[config.mk]
export PLATFORM = sky130hd
export DESIGN_NAME = spi_frame_writer
export DESIGN_NICKNAME = d
export VERILOG_FILES = /design/src/rtl/spi_frame_writer.sv
export SDC_FILE = /design/constraint.sdc
export NUM_CORES = 1
export LEC_CHECK = 0
export ABC_CLOCK_PERIOD_IN_PS = 2800
export BUFFER_PORTS_ARGS = -buffer_cell sky130_fd_sc_hd__clkbuf_2
export CAP_MARGIN = 20
export CORE_MARGIN = 2
export CORE_UTILIZATION = 30
export DETAILED_ROUTE_END_ITERATION = 16
export SYNTH_ARGS = -nofsm -noshare
export SYNTH_HDL_FRONTEND = slang
export SYNTH_SLANG_ARGS = --single-unit
[constraint.sdc]
create_clock -name clk -period 2.8 [get_ports clk]
set_clock_uncertainty 0.05 [all_clocks]
set_input_delay 0 -clock clk [delete_from_list [all_inputs] [get_ports clk]]
set_output_delay 0 -clock clk [all_outputs]
set_load 0.02 [all_outputs]
[src/rtl/spi_frame_writer.sv]
// rtl/spi_frame_writer.sv - decodes spi_slave byte stream into WS2812B framebuffer writes
// Optional brightness scaling: define SPI_FRAME_WRITER_BRIGHTNESS_EN.
module spi_frame_writer #(
   parameter int NUM_LEDS = 64,
   parameter int ADDR_W   = 6
) (
   input  logic              clk,
   input  logic              reset,
   input  logic [7:0]        rx_data,
   input  logic              rx_valid,
   input  logic              rx_first,
   input  logic              rx_idle,
   output logic              fb_we,
   output logic [ADDR_W-1:0] fb_addr,
   output logic [23:0]       fb_wdata,
   output logic              show,
   output logic              cmd_err
);

   localparam logic [7:0]        CMD_WRITE = 8'h01;
   localparam logic [7:0]        CMD_SHOW  = 8'h02;
   localparam logic [15:0]       LED_LIMIT = 16'(NUM_LEDS);
   localparam logic [ADDR_W-1:0] LAST_IDX  = ADDR_W'(NUM_LEDS - 1);

   typedef enum logic [2:0] {
      S_IDLE,
      S_ADDR_HI,
      S_ADDR_LO,
      S_PIX,
      S_DISCARD
`ifdef SPI_FRAME_WRITER_BRIGHTNESS_EN
      , S_BRIGHT
`endif
   } state_t;

   state_t            state_q, state_d;
   logic [ADDR_W-1:0] index_q, index_d;
   logic [7:0]        addr_hi_q, addr_hi_d;
   logic [1:0]        cnt_q, cnt_d;
   logic [7:0]        g_q, g_d;
   logic [7:0]        r_q, r_d;
   logic              fb_we_q, fb_we_d;
   logic [ADDR_W-1:0] fb_addr_q, fb_addr_d;
   logic [23:0]       fb_wdata_q, fb_wdata_d;
   logic              show_q, show_d;
   logic              cmd_err_q, cmd_err_d;
   logic [15:0]       addr_full;
   logic [23:0]       pixel;

   assign addr_full = {addr_hi_q, rx_data};

`ifdef SPI_FRAME_WRITER_BRIGHTNESS_EN
   localparam logic [7:0] CMD_BRIGHT = 8'h03;
   logic [7:0] bright_q, bright_d;

   // (c * (B+1)) >> 8, so B = 0xFF leaves the channel untouched
   function automatic logic [7:0] scale(input logic [7:0] c, input logic [7:0] b);
      logic [16:0] p;
      p = 17'(c) * 17'({1'b0, b} + 9'd1);
      return p[15:8];
   endfunction

   assign pixel = {scale(g_q, bright_q), scale(r_q, bright_q), scale(rx_data, bright_q)};
`else
   assign pixel = {g_q, r_q, rx_data};
`endif

   always_comb begin
      state_d    = state_q;
      index_d    = index_q;
      addr_hi_d  = addr_hi_q;
      cnt_d      = cnt_q;
      g_d        = g_q;
      r_d        = r_q;
      fb_we_d    = 1'b0;
      fb_addr_d  = fb_addr_q;
      fb_wdata_d = fb_wdata_q;
      show_d     = 1'b0;
      cmd_err_d  = 1'b0;
`ifdef SPI_FRAME_WRITER_BRIGHTNESS_EN
      bright_d   = bright_q;
`endif
      // Idle beats any byte arriving in the same cycle
      if (rx_idle) begin
         state_d = S_IDLE;
         cnt_d   = 2'd0;
      end else if (rx_valid && rx_first) begin
         cnt_d = 2'd0;
         case (rx_data)
            CMD_WRITE: state_d = S_ADDR_HI;
            CMD_SHOW: begin
               show_d  = 1'b1;
               state_d = S_DISCARD;
            end
`ifdef SPI_FRAME_WRITER_BRIGHTNESS_EN
            CMD_BRIGHT: state_d = S_BRIGHT;
`endif
            default: begin
               cmd_err_d = 1'b1;
               state_d   = S_DISCARD;
            end
         endcase
      end else if (rx_valid) begin
         case (state_q)
            S_ADDR_HI: begin
               addr_hi_d = rx_data;
               state_d   = S_ADDR_LO;
            end
            S_ADDR_LO: begin
               if (addr_full >= LED_LIMIT) begin
                  cmd_err_d = 1'b1;
                  state_d   = S_DISCARD;
               end else begin
                  index_d = addr_full[ADDR_W-1:0];
                  state_d = S_PIX;
               end
            end
            S_PIX: begin
               case (cnt_q)
                  2'd0: begin
                     g_d   = rx_data;
                     cnt_d = 2'd1;
                  end
                  2'd1: begin
                     r_d   = rx_data;
                     cnt_d = 2'd2;
                  end
                  default: begin
                     fb_we_d    = 1'b1;
                     fb_addr_d  = index_q;
                     fb_wdata_d = pixel;
                     index_d    = (index_q == LAST_IDX) ? '0 : index_q + 1'b1;
                     cnt_d      = 2'd0;
                  end
               endcase
            end
`ifdef SPI_FRAME_WRITER_BRIGHTNESS_EN
            S_BRIGHT: begin
               bright_d = rx_data;
               state_d  = S_DISCARD;
            end
`endif
            default: state_d = state_q;
         endcase
      end
   end

   always_ff @(posedge clk or posedge reset) begin
      if (reset) begin
         state_q    <= S_IDLE;
         index_q    <= '0;
         addr_hi_q  <= '0;
         cnt_q      <= '0;
         g_q        <= '0;
         r_q        <= '0;
         fb_we_q    <= 1'b0;
         fb_addr_q  <= '0;
         fb_wdata_q <= '0;
         show_q     <= 1'b0;
         cmd_err_q  <= 1'b0;
`ifdef SPI_FRAME_WRITER_BRIGHTNESS_EN
         bright_q   <= 8'hFF;
`endif
      end else begin
         state_q    <= state_d;
         index_q    <= index_d;
         addr_hi_q  <= addr_hi_d;
         cnt_q      <= cnt_d;
         g_q        <= g_d;
         r_q        <= r_d;
         fb_we_q    <= fb_we_d;
         fb_addr_q  <= fb_addr_d;
         fb_wdata_q <= fb_wdata_d;
         show_q     <= show_d;
         cmd_err_q  <= cmd_err_d;
`ifdef SPI_FRAME_WRITER_BRIGHTNESS_EN
         bright_q   <= bright_d;
`endif
      end
   end

   assign fb_we    = fb_we_q;
   assign fb_addr  = fb_addr_q;
   assign fb_wdata = fb_wdata_q;
   assign show     = show_q;
   assign cmd_err  = cmd_err_q;

endmodule

==> results of run 1 <==
[layout make-up]
class,count,area [sq um]
Fill cell,976,6010
Sequential cell,68,1700
Multi-Input combinational cell,139,1180
Timing Repair Buffer,59,370
Tap cell,133,166
Clock buffer,10,138
Clock inverter,6,63.8
Inverter,3,11.3
[power breakdown]
part | switching (uW) | leakage (uW) | internal [uW] | total, uW
Sequential | 54.4 | 0.000930 | 1050 | 1110
Combinational | 125 | 0.000777 | 114 | 239
Clock | 386 | 0.0000983 | 433 | 819
Total | 565 | 0.00181 | 1600 | 2160
[what timing repair did]
| item | in CTS | in global routing |
|---|---|---|
| endpoints found under the hold margin | 54 | 0 |
| hold buffers | 11 | 0 |
| setup endpoints to repair | 0 | 0 |
| resized for setup | 0 | 0 |
[logic make-up after synthesis]
kind of cell | Yosys count | synth area share, %
flops | 68 | 58.0
mux | 55 | 21.2
simple gates | 54 | 11.3
compound gates | 27 | 6.74
buf+inv | 12 | 1.71
xor+xnor | 2 | 0.597
fa+ha+maj | 1 | 0.426
[final timing paths]
check                      slack (ns)  depth (start not counted)      endpoint        from
min in group asynchronous        0.15                          3  fb_wdata[18]       reset
max                              0.57                          6    state_q[2]  state_q[0]
max reg2reg                      0.57                          6    state_q[2]  state_q[0]
max in group asynchronous        1.59                          4    fb_addr[1]       reset
min                              0.02                          4      cnt_q[0]    rx_first
min reg2reg                      0.44                          1   fb_wdata[9]      r_q[1]
[worst reg2reg max path: cells and delay by family (launching register included)]
family | cells | cell delay [ns]
DFF | 1 | 0.38
and+or+nand+nor | 1 | 0.46
AOI/OAI and AO/OA | 3 | 0.55
buffers and inverters | 2 | 0.73
[registers in the layout (all words and copies together) (netlist names)]
register	cells
addr_hi_q	8
cmd_err	1
cnt_q	2
fb_addr	6
fb_wdata	24
fb_we	1
g_q	8
index_q	6
r_q	8
show	1
state_q	3
[cell usage in the layout, fill, tap and decap left out, types with 2 or more instances in the layout]
cell type and n:
sky130_fd_sc_hd__mux2_2 46, sky130_fd_sc_hd__nor4b_1 2, sky130_fd_sc_hd__o211ai_1 3, sky130_fd_sc_hd__nand2_1 11, sky130_fd_sc_hd__clkinv_2 2, sky130_fd_sc_hd__a31oi_1 3
sky130_fd_sc_hd__clkbuf_2 45, sky130_fd_sc_hd__nor4_1 4, sky130_fd_sc_hd__nand3_1 10, sky130_fd_sc_hd__clkbuf_8 10, sky130_fd_sc_hd__xnor2_1 2, sky130_fd_sc_hd__nand2b_1 2
sky130_fd_sc_hd__dfrtp_1 68, sky130_fd_sc_hd__o21ai_0 5, sky130_fd_sc_hd__clkinvlp_4 2, sky130_fd_sc_hd__a21oi_1 6, sky130_fd_sc_hd__mux2_1 7, sky130_fd_sc_hd__buf_4 2
sky130_fd_sc_hd__a41oi_1 2, sky130_fd_sc_hd__and3b_1 2, sky130_fd_sc_hd__dlygate4sd3_1 11, sky130_fd_sc_hd__nand4_1 2, sky130_fd_sc_hd__inv_1 2, sky130_fd_sc_hd__nor2b_1 2
sky130_fd_sc_hd__nor2_1 6
[metrics by stage]
stage,util [%],cells
after floorplan,-,219
after global placement,34.5,391
after detailed placement,34.5,391
after CTS,37.7,418
after global routing,37.7,418
final,37.7,418
[layer usage]
metal	GRT usage, %	part of all wire, %
met5	0	0
met3	4.34	5.8
met4	5.77	1.3
met1	17.8	47
met2	19.5	46
==> impl.org, run 1 <==
** Worst setup path
- The largest single stage delay on the critical path is 0.55 ns.
- The worst setup path is launched from a flop.
- Count of buffer and inverter cells on the critical path :: 2
- Data on the critical path is required at its endpoint by 3.04 ns.
- On the critical path, the stage with the largest delay is an instance of sky130_fd_sc_hd__dlygate4sd3_1.
- At the worst endpoint, the arrival time is 2.47 ns.
- By startpoint and endpoint, the worst setup path is classified as reg -> reg.
- Cell-by-cell listing of the critical path :: buf_4 > or3b_2 > a31oi_1 > o211ai_1 > a21oi_1 > dlygate4sd3_1
- Critical Path Fanout Max :: 11
- Category of the worst setup path capture point :: flop
- Family with the most delay on the worst path :: buffers and inverters

** Route
- Remaining number of nets flagged by the antenna check after routing :: 0
- Dividing the detail-routed wire length by the instance count gives 15.3 um.
- The final layout contains routed wiring with a total length of 6.39 mm.
- The detailed router finished its first iteration with 91 violations.
- The pre-antenna-repair detailed-routing pass consisted of 4 iterations.
- In the routed design, unresolved DRC markers number 0.
- Using the TritonRoute via totals, the vias-per-cell ratio works out to 4.74.
- Detailed-route via count :: 1,980

** Floorplan
- The region available for standard cell placement spans 9640 sq um.
- Total Die Area :: 10,600 sq um
- Die height :: 103 um
- Row generation in the floorplan step produced 36 rows.
- Die width :: 103 um
- 46 I/O pins were placed.
- Once the floorplan was initialized, standard cells occupied 30.4% of the core.

** Yosys
- Top-count cell post-synth :: sky130_fd_sc_hd__dfrtp_1
- Counting every instance in the synthesized netlist gives 219.
- Commonest register cell after synthesis :: sky130_fd_sc_hd__dfrtp_1
- Distinct cells, synth :: 45
- Fraction of the yosys area taken by sequential cells :: 58.0%
- After synthesis, the share of flip-flops with an asynchronous set or reset is 100%.
- Number of storage elements in the synthesis netlist :: 68
- By area the synthesized netlist is led by sky130_fd_sc_hd__dfrtp_1 58%, sky130_fd_sc_hd__mux2_2 18%, sky130_fd_sc_hd__mux2_1 2.7%, sky130_fd_sc_hd__nand3_1 1.7%, sky130_fd_sc_hd__nand2_1 1.4%.
- The commonest cells after synthesis are 68 x sky130_fd_sc_hd__dfrtp_1, 46 x sky130_fd_sc_hd__mux2_2, 11 x sky130_fd_sc_hd__nand2_1.
- Averaged over all synthesized cells, the footprint is 13.4 sq um.
- Warnings from Yosys :: 0
- Largest area contributor in the synthesized netlist :: sky130_fd_sc_hd__dfrtp_1
- Cell Area, Synth :: 2930 sq um
- Number of flops mapped to enable cells by yosys :: 0
- Area share of the largest cell type after synthesis :: 58.0%
- Post-synth net total :: 233

** Place
- Once placement finished, the instance area stood at 3320 sq um.
- At the placement stage, the worst setup path has a slack of 0.721 ns.
- Detailed placement finished with a half-perimeter wire length of 4.40 mm.
- Routability-driven placement finished with a final weighted congestion of 0.795.
- Port-buffer cells :: 45

** Timing
- Counting I/O delays and the setup requirement, the final critical path takes 2.23 ns.
- Transition at the pin with the smallest max-transition slack :: 0.653 ns
- Based on the critical path, the design can be clocked at up to 448 MHz.
- Setup slack closes at 0.570 ns.
- Min Hold Slack :: 0.0240 ns
- Number of failing hold endpoints at the final stage :: 0
- Setup repair after global routing missed its margin :: false
- Part of the cycle the worst path needs :: 79.6%
- Final count of negative-setup-slack endpoints :: 0
- The worst pin sits at a relative slew slack of 56.3%.
- The number of pins exceeding their max-slew limit in the final report is 0.
- Sum Neg Setup Slack :: 0 ns

** Clock tree
- TritonCTS created 9 clock buffers.
- Root buffer selected by CTS :: sky130_fd_sc_hd__clkbuf_8
- Number of buffers inserted to repair setup after CTS :: 0
- Maximum buffer depth of the clock tree :: 2
- TritonCTS built the clock tree.
- H-tree levels :: 3
- For the worst-skew pair, the clock arrives at the later sink with an insertion delay of 0.35 ns.
- Clock tree synthesis found a total of 68 sinks.
- After clock tree synthesis, the clock-pin slew on the worst setup and hold paths is 0.08 ns.

** Global routing
- Remaining global-route overflow :: 0
- The initial antenna violation count is 0.
- First-pass GRT wire length :: 10.4 mm
- Number of global-route vias before repair :: 1,962
- Entering global routing, the biggest net connects 45 pins.
- GRT Total Usage :: 13.2%

** Final layout
- Area of all placed cells without fillers :: 3630 sq um
- Antenna diode count :: 0
- Of the cells placed in the final design, the portion with a size suffix greater than 1 is 42.8%.
- Total number of nets in the final design :: 294
- Area growth from synthesis to layout :: 23.8%

** Pwr
- For this design the static power due to leakage is 0.00181 uW.
- Cell Pwr Density :: 596 nW/um^2
- Across the VDD grid, the largest voltage drop is 0.301 mV.
- Total power for the finished layout comes to 2160 uW.

** Status
- The flow ran to the end, and the final reports show no timing, DRC or antenna violations.

** Job
- Maximum capacitance violations :: 0

** Min path
- Class of the worst hold path :: in -> reg
No activity file was read; power rests on OpenSTA's default activity.
==> run 2: changes to the inputs <==
ABC_CLOCK_PERIOD_IN_PS = 2110   (was 2800)
clock period = 2.11 ns   (was 2.8 ns; I/O delays follow)
==> run 2 against run 1 <==
Utilization is 0.36 points higher. Global-route usage is 0.19 points higher. Count of clock-buffer cells in the layout is 2 higher. Sequential cell count stayed put. Clock power is 15% higher. Highest routed layer unchanged. Sequential share of layout area is 0.45 points lower.
==> impl.org, run 2 (synthesis results as in run 1) <==
** Pwr
- The portion of total power attributed to combinational logic came to 12.1% (+1.1 points).
- The switching power as a share of total power came to 26.4% (+0.34 points).
- The worst ir drop on vdd was 0.413 mV (+37%).
- The ratio of total power to cell area is 749 nW/um^2 (+26%).
- Internal power consumption :: 2020 uW (+26%)
- The post-layout total power came to 2750 uW (+27%).
- LEAKAGE :: 0.00183 uW (+1.2%)
- Net switching power :: 726 uW (+29%)
- Power share of the clock group :: 34.2% (-3.6 points)
- The register share of total power is 53.7% (+2.6 points).

** Timing
- The count of endpoints failing hold in the final timing report came to 0 (unchanged).
- Sum Neg Setup Slack :: 0 ns (unchanged)
- Transition at the pin with the smallest max-transition slack :: 0.442 ns (-0.210 ns)
- The number of pins exceeding their max-slew limit in the final report came to 0 (unchanged).
- The time the final worst path needs with I/O delays and setup came to 1.96 ns (-0.269 ns).
- The relative max-transition margin was 70.2% (+14 points).
- The share of the cycle needed by the critical path after routing was 92.9% (+13 points).
- The highest clock frequency the design can meet was 510 MHz (+14%).
- Final worst slack :: 0.149 ns (-0.421 ns)
- Final count of negative-setup-slack endpoints :: 0 (unchanged)
- Setup repair after global routing left no endpoint under its margin.

** Min path
- The worst hold path begins at rx_data[5].
- The tightest min-delay check is of the in -> reg type.
- For hold timing, the worst endpoint is addr_hi_q[5].
- Hold Path Depth :: 2 (-2)

** Global routing
- First-pass GRT wire length :: 10.7 mm (+3.3%)
- Number of global-route vias before repair :: 2,133 (+8.7%)
- Initial antenna violation count :: 0 (unchanged)
- The overall routing resource usage is 13.4% (+0.19 points).
- Pin count of the biggest net entering global routing :: 69 (+53%)
- The sum of overflow across all layers after global routing is 0 (unchanged).

** Final layout
- Share of post-route cells with drive strength above 1 :: 44.2% (+1.4 points)
- Antenna diode count :: 0 (unchanged)
- The number of flip-flops under the largest register name came to 24 (unchanged).
- Area growth from synthesis to layout :: 25.0%
- The top cell types in the final layout, fill and taps aside, are 68 x sky130_fd_sc_hd__dfrtp_1, 46 x sky130_fd_sc_hd__mux2_2, 45 x sky130_fd_sc_hd__clkbuf_2.
- The layout net count was 301 (+2.4%).
- Leading cell type in the layout, fill and taps excluded :: sky130_fd_sc_hd__dfrtp_1
- The final standard cell utilization of the core is 38.1% (+0.36 points).

** Route
- Post-Route WL :: 6.31 mm (-1.2%)
- Initial drt markers :: 104 (+14%)
- Average wire per standard cell :: 14.8 um (-2.8%)
- The count of vias placed by the detailed router was 1,997 (+0.86%).
- The residual DRC count was 0 (unchanged).
- The routed via count divided by cell count is 4.70 (-0.80%).
- Remaining number of nets flagged by the antenna check after routing :: 0 (unchanged)
- Number of iterations in the first detailed-routing pass :: 4 (unchanged)

** Status
- Status :: completed

** Worst setup path
- In this run the worst setup path begins at addr_hi_q[2].
- The depth of the worst register-to-register path came to 4 (-2).
- STA classifies the critical path startpoint as a flop.
- The critical path in this run is classified as reg -> reg.
- Destination of the worst register-to-register timing path :: index_q[0]
- The worst setup path is captured at a flop.
- Required arrival time at the worst endpoint :: 2.28 ns (-0.76 ns)
- Worst reg2reg setup slack :: 0.15 ns (-0.42 ns)
- The endpoint arrival time on the critical path was 2.13 ns (-0.34 ns).
- Critical Path Fanout Max :: 4 (-7)
- The worst register-to-register path begins at addr_hi_q[2].

** Floorplan
- The initial core utilization is 30.4% (unchanged).
- Die width :: 103 um (unchanged)
- The core area came to 9640 sq um (unchanged).
- The number of cell rows is 36 (unchanged).
- Boundary Pins :: 46 (unchanged)
- Die height :: 103 um (unchanged)
- Total Die Area :: 10,600 sq um (unchanged)

** Place
- Setup slack at placement :: 0.143 ns (-0.578 ns)
- The final RePlAce weighted congestion came to 0.827 (+4.1%).
- The number of buffers added on ports was 45 (unchanged).
- The detailed-placement wirelength estimate was 4.24 mm (-3.6%).

** Clock tree
- The number of H-tree levels was 3 (unchanged).
- Total clock buffers created by CTS :: 9 (unchanged)
- Clock latency reported for the late side of the worst-skew pair :: 0.34 ns (about the same)
- Number of sinks driven by the clock tree :: 68 (unchanged)
- Clock transition at the register clock pins on the worst setup and hold paths after CTS :: 0.07 ns (about the same)
- Clock tree from TritonCTS :: yes
- The maximum clock path buffer count is 2 (unchanged).
- The tree is rooted in a sky130_fd_sc_hd__clkbuf_8.

** Job
- The number of maximum-capacitance violations was 0 (unchanged).
## run 2: cell types whose count changed in the layout (fill, tap and decap cells not counted), sizes merged
cell         previous run  this run
bufinv                  1         0
dlygate4sd3            11        10
buf                     3        11
clkbuf                 55        57
clkinv                  3         2
## run 2: stage by stage
stage,instance area [sq um],hold WS [ns],std cells
floorplan,2930,0.100,219
global placement,3380,0.0361,397
detailed placement,3380,0.0480,397
CTS,3650,0.0117,423
global route,3670,0.0377,425
finish,3670,0.0154,425
## run 2: timing repair
action                                  in CTS  in global routing
hold buffers                                10                  0
buffers inserted                             0                  2
resized for setup                            0                  1
hold endpoints to repair                    93                  0
endpoints found under the setup margin       0                  1
## run 2: cell type report
cell class | count | area, sq um
Fill cell | 963 | 5970
Sequential cell | 68 | 1700
Multi-Input combinational cell | 139 | 1190
Timing Repair Buffer | 66 | 433
Tap cell | 133 | 166
Clock buffer | 12 | 145
Clock inverter | 4 | 25.0
Inverter | 3 | 11.3
## run 2: worst max path at each step
stage	endpoint	depth (start not counted)
after global placement	index_q[0]	4
after CTS	index_q[0]	4
after global routing	index_q[4]	5
final	index_q[0]	4
after detailed placement	index_q[0]	4
after floorplan	index_q[0]	4
## run 2: routing by layer
layer	wire (um)	track usage, %	vias up	share of wire (%)
li1	-	-	939	-
met1	2800	17.7	987	44
met2	2940	20.4	56	47
met3	427	3.86	15	6.8
met4	137	6.28	0	2.2
met5	0	0	-	0
## run 2: critical path, cell delays in order, from the launching register on
cell	delay, ns
sky130_fd_sc_hd__dfrtp_1	0.39
sky130_fd_sc_hd__or4_4	0.56
sky130_fd_sc_hd__o41ai_4	0.40
sky130_fd_sc_hd__nand2_2	0.13
sky130_fd_sc_hd__mux2_4	0.31
## run 2: power by group through the flow
stage          Sequential (uW)  Clock, uW  Combinational (uW)
5_1_grt                   1490       1030                 372
3_3_place_gp              1490          0                 301
4_1_cts                   1470        970                 323
2_1_floorplan             1470          0                 224
3_5_place_dp              1500          0                 307
6_report                  1470        940                 333
